[config.mk]
export PLATFORM = sky130hd
export DESIGN_NAME = bit_deserializer
export DESIGN_NICKNAME = d
export VERILOG_FILES = /design/src/rtl/bit_deserializer.sv
export SDC_FILE = /design/constraint.sdc
export NUM_CORES = 1
export LEC_CHECK = 0
export ABC_AREA = 0
export BUFFER_PORTS_ARGS = -buffer_cell sky130_fd_sc_hd__buf_2
export CAP_MARGIN = 25
export CORE_AREA = 2 2 48 50
export DETAILED_ROUTE_END_ITERATION = 16
export DIE_AREA = 0 0 50 52
export PLACE_DENSITY = 0.72
export SYNTH_ARGS = -nofsm -noshare
export SYNTH_HDL_FRONTEND = slang
export SYNTH_SLANG_ARGS = --single-unit
[constraint.sdc]
create_clock -name clk -period 1.55 [get_ports clk]
set_input_delay 0 -clock clk [delete_from_list [all_inputs] [get_ports clk]]
set_output_delay 0 -clock clk [all_outputs]
set_load 0.01 [all_outputs]
[src/rtl/bit_deserializer.sv]
// Serial-to-parallel frame receiver: start bit, DATA_W data bits LSB first, optional
// even-parity bit (enabled by defining PARITY_CHECK_EN), stop bit; one-word output buffer.
module bit_deserializer #(
  parameter int DATA_W = 8
) (
  input  logic              clk,
  input  logic              rstn,
  input  logic              d,
  input  logic              bit_en,
  output logic [DATA_W-1:0] word_out,
  output logic              word_valid,
  input  logic              word_ready,
  output logic              frame_err,
  output logic              overflow
`ifdef PARITY_CHECK_EN
  ,
  output logic              par_err
`endif
);

  localparam int CNT_W = $clog2(DATA_W + 1);
  localparam logic [CNT_W-1:0] LAST_BIT = CNT_W'(DATA_W - 1);

`ifdef PARITY_CHECK_EN
  typedef enum logic [1:0] {IDLE, DATA, PARITY, STOP} state_t;
`else
  typedef enum logic [1:0] {IDLE, DATA, STOP} state_t;
`endif

  state_t             state, state_nxt;
  logic [CNT_W-1:0]   cnt, cnt_nxt;
  logic [DATA_W-1:0]  shreg, shreg_nxt;
  logic               stop_sample;
  logic               frame_good;
  logic               frame_bad;
  logic               load;
  logic               drop;
`ifdef PARITY_CHECK_EN
  logic               pflag, pflag_nxt;
  logic               parity_bad;
`endif

  // Frame sequencing: every state change is gated by the sample strobe
  always_comb begin
    state_nxt   = state;
    cnt_nxt     = cnt;
    shreg_nxt   = shreg;
    stop_sample = 1'b0;
`ifdef PARITY_CHECK_EN
    pflag_nxt   = pflag;
`endif
    if (bit_en) begin
      case (state)
        IDLE: begin
          if (!d) begin
            state_nxt = DATA;
            cnt_nxt   = '0;
`ifdef PARITY_CHECK_EN
            pflag_nxt = 1'b0;
`endif
          end
        end
        DATA: begin
          shreg_nxt = {d, shreg[DATA_W-1:1]};
          cnt_nxt   = cnt + CNT_W'(1);
          if (cnt == LAST_BIT) begin
`ifdef PARITY_CHECK_EN
            state_nxt = PARITY;
`else
            state_nxt = STOP;
`endif
          end
        end
`ifdef PARITY_CHECK_EN
        PARITY: begin
          // Even parity: the parity bit must equal the XOR of the data bits
          pflag_nxt = d ^ (^shreg);
          state_nxt = STOP;
        end
`endif
        STOP: begin
          stop_sample = 1'b1;
          state_nxt   = IDLE;
        end
        default: state_nxt = IDLE;
      endcase
    end
  end

  always_ff @(posedge clk or negedge rstn) begin
    if (!rstn) begin
      state <= IDLE;
      cnt   <= '0;
      shreg <= '0;
`ifdef PARITY_CHECK_EN
      pflag <= 1'b0;
`endif
    end else begin
      state <= state_nxt;
      cnt   <= cnt_nxt;
      shreg <= shreg_nxt;
`ifdef PARITY_CHECK_EN
      pflag <= pflag_nxt;
`endif
    end
  end

  // Frame verdict at the stop sample; a bad stop bit masks a parity error
`ifdef PARITY_CHECK_EN
  assign frame_good = stop_sample && d && !pflag;
  assign parity_bad = stop_sample && d && pflag;
`else
  assign frame_good = stop_sample && d;
`endif
  assign frame_bad = stop_sample && !d;
  assign load      = frame_good && (!word_valid || word_ready);
  assign drop      = frame_good && word_valid && !word_ready;

  // Output buffer: a new word may replace one accepted in the same cycle
  always_ff @(posedge clk or negedge rstn) begin
    if (!rstn) begin
      word_out   <= '0;
      word_valid <= 1'b0;
      frame_err  <= 1'b0;
      overflow   <= 1'b0;
`ifdef PARITY_CHECK_EN
      par_err    <= 1'b0;
`endif
    end else begin
      frame_err <= frame_bad;
      overflow  <= drop;
`ifdef PARITY_CHECK_EN
      par_err   <= parity_bad;
`endif
      if (load) begin
        word_out   <= shreg;
        word_valid <= 1'b1;
      end else if (word_valid && word_ready) begin
        word_valid <= 1'b0;
      end
    end
  end

endmodule
# --- Word level (Yosys, flattened, before mapping) ---
# Cells that the tools add are included.
totals:
  output_inout_bits: 11
  word_cells: 38
  inputBits: 5
  reg_bits: 25
classes:
  n_reduce_logical: 16
  add_sub_neg: 1
  n_eq_ne: 5
  n_mux: 9
ops:
  columns: ["operator", "n"]
  rows:
  - ["one-hot mux 4 bit (2 select lines)", 1]
  - ["logical AND 1 bit", 6]
  - ["AND reduction 3 bit", 2]
  - ["adder 4 x 1 -> 4 bit (second input constant)", 1]
  - ["equality test 4 x 3 -> 1 bit (second input constant)", 1]
  - ["2-to-1 mux 1 bit", 4]
  - ["2-to-1 mux 2 bit", 2]
  - ["2-to-1 mux 4 bit", 1]
  - ["!= test 2 bit (second input constant)", 2]
  - ["one-hot mux 2 bit (2 select lines)", 1]
  - ["nonzero test 2 bit", 2]
  - ["logical NOT 1 bit", 3]
  - ["equality test 2 x 1 -> 1 bit (second input constant)", 1]
  - ["equality test 2 bit (second input constant)", 1]
  - ["logical NOT 2 bit", 1]
  - ["AND reduction 2 bit", 1]
  - ["logical OR 1 bit", 1]

# --- Depth between registers and ports, before layout ---
# Gate-level depths: netlist of the first run.
logic_depth:
  ltp_word: 6
  mapped_depth: 5
  mapped_depth_nobuf: 4

# --- Worst setup path after synthesis of the first run ---
# Ideal clock, no wire load.
synth_timing:
  path_type: "reg-to-reg"
  start: "register state[0]"
  end: "register word_out[0]"
  required_ns: 1.425
  slack_ns: 0.181
  path_stages_with_launch: 6
  arrival_time_ns: 1.244
  setup_time_ns: 0.125
  n_path_buf: 2
  cell_sequence: "dfrtp_1 -> buf_4 -> nand4b_4 -> nor2b_1 -> buf_4 -> mux2_2"
synth_between:
  elab_chain_len: 5
synth_rtl:
  columns: ["element", "line_no", "rtl"]
  rows:
  - ["from (decl)", "30", "state_t state, state_nxt;"]
  - ["from (signal assigned)", "99", "state <= state_nxt;"]
  - ["equality test 2 bit", "53", "case (state)"]
  - ["2-to-1 mux 1 bit", "53", null]
  - ["2-to-1 mux 1 bit", "52", "if (bit_en) begin"]
  - ["logical AND 1 bit", "113", "assign frame_good = stop_sample && d;"]
  - ["logical AND 1 bit", "116", "assign load = frame_good && (!word_valid || word_ready);"]
  - ["to (signal assigned)", "136", "word_out <= shreg;"]
  - ["to (decl)", "10", "output logic [DATA_W-1:0] word_out,"]
# No other way between the ends.
# A chain may end at the register's enable or synchronous reset.

# --- Worst setup path after layout of the first run ---
layout_timing:
  start: "register state[1]"
  end: "register shreg[1]"
layout_between:
  elab_chain_len: 2
layout_rtl:
  columns: ["element", "line_no", "rtl"]
  rows:
  - ["equality test 2 x 1 -> 1 bit", "53", null]
  - ["AND reduction 2 bit (no line)", null, null]
  - ["to (signal assigned)", "101", "shreg <= shreg_nxt;"]
  - ["to (decl)", "32", "logic [DATA_W-1:0] shreg, shreg_nxt;"]
# No other way between the ends.

==> results of run 1 <==
[worst register-to-register path, stage by stage (launching register included)]
cell	delay, ns
sky130_fd_sc_hd__dfrtp_1	0.51
sky130_fd_sc_hd__and2b_1	0.26
sky130_fd_sc_hd__nand2_2	0.19
sky130_fd_sc_hd__mux2_2	0.36
[metrics by stage]
stage	hold slack [ns]	total power, mW	cell area [sq um]	instances	util
after CTS	0.002409	1.869	1219	125	0.5787
final	0.1859	1.844	1229	126	0.5835
after floorplan	-0.2956	1.418	1041	74	-
after detailed placement	0.02114	1.581	1151	117	0.5466
after global routing	0.2286	1.980	1229	126	0.5835
after global placement	0.01626	1.557	1151	117	0.5466
[per-layer routing]
metal,global-route usage,up-vias,wire length [microns]
met2,0.2193,13,768
li1,-,312,-
met4,0.06944,0,28
met1,0.1849,312,688
met3,0.02586,5,51
met5,0,-,0
[how the worst max path moves through the flow]
stage	to	slack, ns	cells past startpoint
6_report	shreg[1]	0.14	3
5_1_grt	shreg[1]	0.07	3
4_1_cts	shreg[1]	0.14	3
3_5_place_dp	shreg[1]	0.15	3
3_3_place_gp	shreg[6]	0.19	3
2_1_floorplan	word_out[0]	0.18	5
[cell families after synthesis]
family                     after synthesis
AOI/OAI and AO/OA                        7
adders and majority gates                1
buffers and inverters                    6
DFF                                     25
muxes                                   19
and+or+nand+nor                         16
[sequential cells by signal (all words and copies together) (netlist names)]
signal	flops
state	2
word_out	8
overflow	1
shreg	8
word_valid	1
frame_err	1
cnt	4
[cells in the final DEF, fill, tap and decap left out]
cell type | Yosys | routed
sky130_fd_sc_hd__clkinv_2 | 0 | 1
sky130_fd_sc_hd__nand2_1 | 1 | 1
sky130_fd_sc_hd__o21ai_0 | 2 | 2
sky130_fd_sc_hd__a21o_1 | 1 | 1
sky130_fd_sc_hd__and3b_1 | 1 | 1
sky130_fd_sc_hd__o22ai_1 | 2 | 2
sky130_fd_sc_hd__nor2_1 | 1 | 1
sky130_fd_sc_hd__nand3_1 | 2 | 2
sky130_fd_sc_hd__nor3b_1 | 2 | 2
sky130_fd_sc_hd__and2b_1 | 1 | 1
sky130_fd_sc_hd__mux2i_1 | 3 | 3
sky130_fd_sc_hd__buf_4 | 2 | 2
sky130_fd_sc_hd__mux2_2 | 16 | 16
sky130_fd_sc_hd__nor3_1 | 1 | 1
sky130_fd_sc_hd__dlygate4sd3_1 | 0 | 5
sky130_fd_sc_hd__a21oi_1 | 1 | 1
sky130_fd_sc_hd__buf_2 | 0 | 15
sky130_fd_sc_hd__nand2_2 | 1 | 1
sky130_fd_sc_hd__inv_1 | 4 | 4
sky130_fd_sc_hd__clkbuf_4 | 0 | 3
sky130_fd_sc_hd__ha_1 | 1 | 1
sky130_fd_sc_hd__nand2b_1 | 2 | 2
sky130_fd_sc_hd__dfrtp_1 | 25 | 25
sky130_fd_sc_hd__a31o_2 | 1 | 1
sky130_fd_sc_hd__nor2b_1 | 2 | 2
sky130_fd_sc_hd__nor4bb_1 | 1 | 1
sky130_fd_sc_hd__nand4b_4 | 1 | 1
[final cells by class]
class / count / area (sq um) / share of cell area
flip-flops and latches: 25 / 625.6 / 0.5092
multi-input cells: 43 / 385.4 / 0.3136
repair buffers: 22 / 140.1 / 0.1141
well taps: 28 / 35.03 / 0.02851
clock buffers: 3 / 22.52 / 0.01833
inverters: 4 / 15.01 / 0.01222
clock inverters: 1 / 5.005 / 0.004073
[power breakdown]
part           switching, mW  internal, mW
Combinational          0.230         0.317
Clock                  0.185        0.0965
Sequential             0.147         0.868
Total                  0.562          1.28
[timing repair]
item                                   in CTS  in global routing
setup endpoints to repair                   0                  0
hold buffers                                4                  1
endpoints found under the hold margin      28                  1
==> run summary, run 1 <==
The flow ran to the end, and the final reports show no timing, DRC or antenna violations. The vertical die dimension came out at 52 microns. The post-synthesis to final-layout area growth came out at 18.03%.

The number of fill cells in the layout came out at 175. Pin placement for this block handled 16 I/O pins. The worst path arrival time is 1.62 ns.

For this run, asynchronously set or reset flops after synthesis account for 1.000. For flop-to-flop paths, the worst setup slack is 0.14 ns. Each instance of the synthesized netlist takes up on average 14.07 sq um.

For this block, the routed nets add up to 1536 microns of wire. Tracing the worst setup path back leads to its startpoint at state[1]. The maximum achievable frequency is 0.7073 GHz. The number of antenna violations at the first check in global routing was 0. The number of buffers on the longest clock path came out at 2. In this run the static leakage power is 0.6423 nW. The type of the worst min-delay path is input port to async pin. Together, buffers and inverters on the worst path number 0. The maximum net fanout on the critical path came out at 9. The synthesized instance count came out at 74. The antenna cell count is 0. The number of gates resized after cts came out at 0. Clock tree synthesis selected as its root buffer the cell sky130_fd_sc_hd__clkbuf_4. The relative slew slack came out at 0.6473. The total congestion overflow came out at 0.

TritonCTS built the clock tree. After synthesis, the most frequently instantiated cells are 25 x sky130_fd_sc_hd__dfrtp_1, 16 x sky130_fd_sc_hd__mux2_2, 4 x sky130_fd_sc_hd__inv_1. The mux contribution to synthesized area came out at 0.2019. The antenna violation net count after detailed routing is 0. The number of placement rows is 17. The worst setup slack before clock tree synthesis is 0.1524 ns. Counting cells, the worst reg-to-reg path comes to 3. In the finished design, the share of the clock period the worst path needs comes to 0.9122. On the critical path the largest part of the delay comes from flip-flops.

For this run, the leading register cell type out of synthesis is sky130_fd_sc_hd__dfrtp_1. The die outline area is 2600 sq um. Using the TritonRoute via totals, the vias-per-cell ratio works out to 5.095. The worst setup path is launched from a flip-flop. The synthesized-area fraction occupied by ao, oa, aoi and oai cells is 0.04207. The number of post-CTS setup repair buffers is 0. The number of global-route vias before repair came out at 608. The clock-pin slew on the worst setup and hold paths is 0.13 ns. After synthesis, the largest family of logic cells by area is multiplexers. The summed negative setup slack over all endpoints is 0 ns. The number of buffer cells added on primary ports came out at 15. After synthesis, the cell types taking the most area are sky130_fd_sc_hd__dfrtp_1 60%, sky130_fd_sc_hd__mux2_2 17%, sky130_fd_sc_hd__mux2i_1 2.9%, sky130_fd_sc_hd__nand4b_4 2.3%, sky130_fd_sc_hd__buf_4 1.4%. The power density relative to cell area came out at 1501 nW/um^2. The number of endpoints with negative hold slack in the final report came out at 0. The sequential share of the synthesized area came out at 0.6010. The type of the setup path with the least slack is flip-flop to flip-flop. The later pin in the worst-skew pair is clocked with a latency of 0.31 ns. The tool flagged a number of max-cap violations equal to 0. The number of nets handed over by synthesis was 80. The pin count of the biggest net entering global routing came out at 26. The global-route wire length before repair is 2718 microns.

STA puts the critical path data required time at 1.76 ns. The number of remaining DRC errors came out at 0. The adder and majority cell fraction of the synthesized area came out at 0.01202. The core outline area came out at 2106 sq um. The final max-slew violation count is 0.

In this run the critical register-to-register path is launched from state[1]. The congestion estimate from routability-driven global placement came to 0.6506. The peak per-stage delay on the critical path is 0.51 ns.

Traced cell by cell, the critical path runs through and2b_1 > nand2_2 > mux2_2. The total number of clock tree sinks is 25. The number of nets at the end of the flow came out at 105.

In the final layout, the share of cells above drive strength 1 is 0.4082. The via count of the routed design is 642. After detailed routing, the average wire length per cell comes to 12.19 microns. The actual transition at the worst max-transition pin came out at 0.5291 ns. The nature of the critical path endpoint is a flip-flop. The flip-flop and latch count after synthesis came out at 25. The floorplan step set the die width to 50 microns. The HPWL reported at the end of detailed placement is 1104 microns. The number of iterations in the first detailed-routing pass came out at 2.

The portion of synthesized cell area occupied by the leading cell type is 0.6010. The maximum ir drop on the vdd rail is 0.6246 mV. Setup repair after global routing left no endpoint under its margin.

The xor and xnor fraction of the mapped netlist area came out at 0. On the critical path, the stage with the largest delay is an instance of sky130_fd_sc_hd__dfrtp_1. The worst clock skew is 0.005294 ns. Setup violations remaining at the end of the flow were counted as 0.

The smallest setup slack after layout is 0.1361 ns. The cell area after synthesis came out at 1041 sq um. In the post-synthesis netlist, the cell with the most instances is sky130_fd_sc_hd__dfrtp_1. CTS built an H-tree with a depth of 1. The synthesized design spends more area on one cell type than any other, namely sky130_fd_sc_hd__dfrtp_1. The count of distinct cell types in the synthesized netlist is 23. Of the total synthesized cell area, the portion taken by AND, OR, NAND and NOR gates is 0.1142.

The Yosys step of the flow raised 0 warnings. The number of flops mapped to enable cells by yosys came out at 0. The endpoint of the worst-slack reg-to-reg timing path is shreg[1]. After the first detailed-routing iteration, the DRC count stood at 1. The global router's overall resource usage came out at 0.1394. Counting I/O delays and the setup requirement, the final critical path takes 1.414 ns. The TritonCTS buffer count is 3. The initial core utilization came out at 0.4944.
Note: power is estimated with default switching activity, not from simulation.
==> inputs of run 2 (changes only) <==
Settings changed: CORE_AREA 2 2 48 50 to 2 2 40 60, DIE_AREA 0 0 50 52 to 0 0 42 62, PLACE_DENSITY 0.72 to 0.71.
==> run 2 against run 1 <==
Combinational power hardly changed. Non-clock buffer count is 2 lower. Critical path type unchanged. Die area is 0.15% higher. Worst setup slack worse by 0.010 ns. Critical endpoint is now shreg[2]. First-iteration DRC count grew to 9.0 times the previous value. Final cell count is 5.6% lower.
==> run summary, run 2 (synthesis results as in run 1) <==
The run finished with clean final reports. The share of cells above drive strength 1 is 0.4167 (+0.008503). The final max-slew violation count is 0 (unchanged). The placed cell count came to 112 (-4.3%). The core outline area came to 2128 sq um (+1.1%). The total congestion overflow is 0 (unchanged). The type of the setup path with the least slack is flip-flop to flip-flop.

The clock-pin slew on the worst setup and hold paths is 0.12 ns (about the same). The slowest stage of the critical path is the sky130_fd_sc_hd__dfrtp_1 cell. The antenna violation net count after detailed routing is 0 (unchanged). The TritonCTS buffer count is 3 (unchanged).

STA classifies the critical path endpoint as a flip-flop. The clock period minus final worst setup slack is 1.424 ns (+0.01045 ns). TritonCTS built the clock tree.

The vertical die dimension is 62 microns (+19%). The worst clock skew is 0.007129 ns (+0.001834 ns). The number of remaining DRC errors is 0 (unchanged). The number of placement rows came out at 21 (+4).

The via count of the routed design is 623 (-3.0%). The detailed router's first-iteration violation count came out at 9 (+8). The global router's overall resource usage is 0.1351 (-0.004346). The initial core utilization is 0.4891 (-0.005231).

The number of iterations in the first detailed-routing pass is 4 (+2). The maximum ir drop on the vdd rail is 1.061 mV (+70%). The clock insertion delay at the later pin of the skew report came out at 0.30 ns (about the same).

The summed negative setup slack over all endpoints is 0 ns (unchanged). The actual transition at the worst max-transition pin is 0.5328 ns (+0.003701 ns). The number of vias per cell after detailed routing is 5.235 (+2.7%). The number of gates resized after cts is 0 (unchanged). Setup repair after global routing left no endpoint under its margin. The maximum net fanout on the critical path came out at 9 (unchanged). The depth of the CTS H-tree came to 1 (unchanged).

The count of non-filler cells in the finished layout is 119 (-5.6%). The number of buffer cells added on primary ports came out at 15 (unchanged). The per-cell routed wire length is 13.04 microns (+7.0%). The peak per-stage delay on the critical path is 0.51 ns (about the same). The number of buffers on the longest clock path came out at 2 (unchanged). The post-synthesis to final-layout area growth came out at 15.50%. STA classifies the critical path startpoint as a flip-flop. The global-route wire length before repair came out at 2608 microns (-4.0%).

The number of maximum-capacitance violations is 0 (unchanged). The total number of clock tree sinks is 25 (unchanged). The number of global-route vias before repair came to 616 (+1.3%). The power density relative to cell area came to 1527 nW/um^2 (+1.7%). The number of buffers and inverters on the critical path came out at 0 (unchanged). The top-level port count is 16 (unchanged).

The die outline area is 2604 sq um (+0.15%). The number of fill cells in the layout is 184 (+5.1%). The clock tree root driver cell is sky130_fd_sc_hd__clkbuf_4. The largest registers in the layout are shreg: 8 flops, word_out: 8 flops, cnt: 4 flops. The period utilization is 0.9189 (+0.006739). The worst path arrival time is 1.62 ns (about the same). The chip width is 42 microns (-16%). The antenna cell count came out at 0 (unchanged). The data required time of the critical path is 1.75 ns (about the same). The number of setup violations in the final report came out at 0 (unchanged). The number of endpoints with negative hold slack in the final report was 0 (unchanged). The maximum achievable frequency is 0.7021 GHz (-0.73%). The wire length reported by the detailed router came to 1552 microns (+1.0%). The final cell utilization of the core came out at 0.5650 (-0.01852). The pin count of the biggest net entering global routing is 26 (unchanged). The leakage power total is 0.6312 nW (-1.7%). On the critical path the largest part of the delay comes from flip-flops.

The HPWL reported at the end of detailed placement came out at 1131 microns (+2.4%). The number of nets at the end of the flow was 103 (-1.9%). The number of post-CTS setup repair buffers came to 0 (unchanged). The type of the worst min-delay path is input port to flip-flop. The relative slew slack came out at 0.6448 (-0.002468).

The number of antenna violations at the first check in global routing came out at 0 (unchanged). Walking the worst path, the cells encountered are and2b_1 > nand2_2 > mux2_2. The commonest non-fill, non-tap cell in the layout is sky130_fd_sc_hd__dfrtp_1. In the layout the commonest cells are 25 x sky130_fd_sc_hd__dfrtp_1, 16 x sky130_fd_sc_hd__mux2_2, 15 x sky130_fd_sc_hd__buf_2. The last weighted congestion value of the routability-driven placer is 0.7557 (+16%).
-- run 2: cell count changes in the layout (fill, tap and decap cells not counted) --
cell and change:
sky130_fd_sc_hd__dlygate4sd3_1 -2
-- run 2: per-layer routing --
metal / vias to the layer above / global-route usage / share of wire
met4: 0 / 0.06912 / 0.012
met1: 307 / 0.1683 / 0.47
met3: 2 / 0.01734 / 0.025
li1: 304 / - / -
met5: - / 0 / 0
met2: 10 / 0.2344 / 0.50
-- run 2: final cells by class --
| class | instances | area [sq um] | share of cell area |
|---|---|---|---|
| clock buffer | 3 | 22.52 | 0.01873 |
| clock inverter | 1 | 5.005 | 0.004162 |
| inverter | 4 | 15.01 | 0.01249 |
| multi-input combinational | 43 | 385.4 | 0.3205 |
| sequential | 25 | 625.6 | 0.5203 |
| tap | 23 | 28.78 | 0.02393 |
| timing repair buffer | 20 | 120.1 | 0.09990 |
-- run 2: power by group --
group / switching [mW] / internal (mW)
Sequential: 0.150 / 0.868
Clock: 0.176 / 0.0961
Combinational: 0.230 / 0.316
Total: 0.555 / 1.28
-- run 2: through the flow --
stage / hold slack, ns / setup WS [ns] / power, mW / area, sq um
final: 0.02229 / 0.1257 / 1.836 / 1202
after CTS: 0.01078 / 0.1283 / 1.862 / 1202
after floorplan: -0.2956 / 0.1814 / 1.418 / 1041
after global placement: 0.01358 / 0.2035 / 1.563 / 1145
after detailed placement: 0.01242 / 0.1547 / 1.581 / 1145
after global routing: 0.02063 / 0.05558 / 1.969 / 1202
-- run 2: worst paths after layout --
kind                        startpoint           to  slack, ns  cells after the start
max                           state[1]     shreg[2]       0.13                      3
max reg2reg                   state[1]     shreg[2]       0.13                      3
min reg2reg                word_out[1]  word_out[1]       0.51                      1
min                             bit_en     overflow       0.02                      3
max in group asynchronous         rstn    frame_err       0.99                      2
min in group asynchronous         rstn  word_out[3]       0.19                      2
-- run 2: worst min-delay path: cells and delay by family --
kind / cells / cell delay [ns]
buf+inv: 1 / 0.15
simple gates: 2 / 0.15
-- run 2: timing repair --
item                       CTS  global route
hold buffers                 3             0
setup endpoints to repair    0             0
hold endpoints to repair    28             0
==> inputs of run 3 (changes only) <==
Settings changed: BUFFER_PORTS_ARGS -buffer_cell sky130_fd_sc_hd__buf_2 to default, CORE_AREA 2 2 40 60 to 2 2 46 48, DIE_AREA 0 0 42 62 to 0 0 48 50, DONT_BUFFER_PORTS from default to 1, HOLD_SLACK_MARGIN from default to 0.02, PLACE_DENSITY 0.71 to 0.7.
==> run 3 against run 2 <==
Global-route usage up 2.0 points. Sequential power about the same. Count of clock-buffer cells in the layout unchanged. Maximum frequency down 1.4%. Worst setup slack worse by 0.020 ns. Routed wire length up 3.0%. Core utilization up 5.8 points. Largest power group unchanged. Power about the same. Die area down 7.8%. Non-clock buffer count down 11.
==> run summary, run 3 (synthesis results as in run 1) <==
The worst path arrival time came out at 1.71 ns (+0.09 ns). The total area of multi-input combinational cells is 385.4 sq um (unchanged). The post-layout total power came out at 1.836 mW (about the same).

The antenna cell count is 0 (unchanged). The share of cells above drive strength 1 came to 0.3059 (-0.1108). The maximum achievable frequency came out at 0.6923 GHz (-1.4%).

The global router's overall resource usage is 0.1548 (+0.01968). The number of gates resized after cts came out at 0 (unchanged). The instance count along the most critical hold path is 3 (unchanged).

The number of iterations in the first detailed-routing pass came out at 3 (-1). The depth of the CTS H-tree is 1 (unchanged). The number of buffers on the longest clock path came out at 2 (unchanged). The critical path in this run is classified as flip-flop to flip-flop. The period utilization came to 0.9319 (+0.01302). The data required time of the critical path is 1.82 ns (+0.07 ns). The initial core utilization is 0.5474 (+0.05824). The HPWL reported at the end of detailed placement came out at 1049 microns (-7.3%). The final max-slew violation count is 0 (unchanged). The number of buffers and inverters on the critical path came out at 2 (+2). The detailed router's first-iteration violation count is 1 (-8). The worst setup path is captured at a flip-flop. In this run the critical register-to-register path is launched from state[0]. The largest registers in the layout are shreg: 8 flops, word_out: 8 flops, cnt: 4 flops. The summed negative setup slack over all endpoints came out at 0 ns (unchanged). The global-route wire length before repair is 2580 microns (-1.1%). The number of endpoints with negative hold slack in the final report is 0 (unchanged). The number of buffer cells added on primary ports came out at 0 (-15).

The pin count of the biggest net entering global routing is 26 (unchanged). The number of nets at the end of the flow came out at 92 (-11%). The number of placement rows came to 16 (-24%). The number of maximum-capacitance violations is 0 (unchanged). The via count of the routed design is 590 (-5.3%). The total congestion overflow came out at 0 (unchanged).

The number of remaining DRC errors came out at 0 (unchanged). The kind of cell with the highest combined delay along the critical path is buffers and inverters. The critical path goes through buf_4 > nor4bb_1 > dlygate4sd3_1. The vertical die dimension came to 50 microns (-19%). The TritonCTS buffer count is 3 (unchanged). The clock insertion delay at the later pin of the skew report is 0.32 ns (+0.02 ns). The antenna violation net count after detailed routing came out at 0 (unchanged). The worst setup path is launched from a flip-flop. The top cell types in the final layout, fill and taps aside, are 25 x sky130_fd_sc_hd__dfrtp_1, 16 x sky130_fd_sc_hd__mux2_2, 6 x sky130_fd_sc_hd__dlygate4sd3_1. The type of the worst min-delay path is input port to flip-flop. Setup repair after global routing left no endpoint under its margin. Tracing the worst setup path back leads to its startpoint at state[0]. The top-level port count was 16 (unchanged). The number of global-route vias before repair came out at 588 (-4.5%). The last weighted congestion value of the routability-driven placer is 0.6801 (-10%). The number of antenna violations at the first check in global routing came to 0 (unchanged).

The reg-to-reg setup timing slack was 0.11 ns (-0.02 ns). The per-cell routed wire length came out at 14.28 microns (+9.5%). TritonCTS built the clock tree.

The post-synthesis to final-layout area growth came out at 13.82%. The commonest non-fill, non-tap cell in the layout is sky130_fd_sc_hd__dfrtp_1. The wire length reported by the detailed router came out at 1599 microns (+3.0%).

The clock period minus final worst setup slack is 1.445 ns (+0.02018 ns). The number of fill cells in the layout is 151 (-18%). The chip width is 48 microns (+14%). The maximum net fanout on the critical path is 7 (-2). The worst hold path begins at bit_en.

The register cell area after layout came out at 625.6 sq um (unchanged). The clock-pin slew on the worst setup and hold paths came out at 0.13 ns (about the same). The number of vias per cell after detailed routing came out at 5.268 (+0.62%). The endpoint identified for the worst register-to-register timing path is frame_err. The path with the worst hold slack has its endpoint at cnt[3]. The leakage power total is 0.5782 nW (-8.4%). The number of setup violations in the final report is 0 (unchanged). The worst clock skew came out at 0.004976 ns (-0.002152 ns). The relative slew slack came out at 0.7688 (+0.1240).

The power density relative to cell area came out at 1550 nW/um^2 (+1.5%). The library cell contributing the largest single delay on the critical path is sky130_fd_sc_hd__dlygate4sd3_1. The die outline area is 2400 sq um (-7.8%). The worst reg2reg path depth is 3 (unchanged). The cell sitting at the root of the clock tree is a sky130_fd_sc_hd__clkbuf_4.

The core outline area came out at 1902 sq um (-11%). The peak per-stage delay on the critical path was 0.59 ns (+0.08 ns). The actual transition at the worst max-transition pin came out at 0.3467 ns (-0.1860 ns). The total number of clock tree sinks is 25 (unchanged).

The maximum ir drop on the vdd rail is 0.7554 mV (-29%). The run finished with clean final reports.
-- run 3: how the worst max path moves through the flow --
stage	to	slack [ns]	cells after the start
after floorplan	word_out[0]	0.18	5
after global placement	shreg[6]	0.19	3
after detailed placement	word_out[3]	0.15	4
after CTS	frame_err	0.08	3
after global routing	frame_err	0.06	3
final	frame_err	0.11	3
-- run 3: area by class of cell --
cell class	count	share of cell area
sequential	25	0.5280
multi-input combinational	43	0.3252
timing repair buffer	9	0.08025
tap	27	0.02851
clock buffer	3	0.01901
inverter	4	0.01267
clock inverter	1	0.006336
-- run 3: what timing repair did --
action	in CTS	in global routing
setup buffers	0	0
hold endpoints to repair	35	0
hold buffers	7	0
-- run 3: layer usage --
| metal | wire length [microns] | global-route usage | up-vias |
|---|---|---|---|
| met5 | 0 | 0 | - |
| met4 | 37 | 0.08108 | 0 |
| met3 | 58 | 0.03297 | 4 |
| met2 | 742 | 0.2156 | 14 |
| met1 | 762 | 0.2204 | 290 |
| li1 | - | - | 282 |
-- run 3: where the power goes --
part / total [mW] / internal [mW] / switching (mW)
sequential: 1.04 / 0.868 / 0.171
clock: 0.298 / 0.0987 / 0.199
combinational: 0.499 / 0.294 / 0.206
-- run 3: per-stage QoR --
step	util	worst slack [ns]	std cells	area (sq um)	hold WS [ns]
CTS	0.6230	0.07813	112	1185	0.03489
global route	0.6230	0.05933	112	1185	0.06086
floorplan	-	0.1814	74	1041	-0.2956
global placement	0.5651	0.1865	101	1075	-0.2951
finish	0.6230	0.1055	112	1185	0.04325
detailed placement	0.5651	0.1527	101	1075	-0.2951
-- run 3: worst register-to-register path: stages, from the launching register on --
cell and delay (ns):
sky130_fd_sc_hd__dfrtp_1 0.41, sky130_fd_sc_hd__buf_4 0.16, sky130_fd_sc_hd__nor4bb_1 0.24, sky130_fd_sc_hd__dlygate4sd3_1 0.59
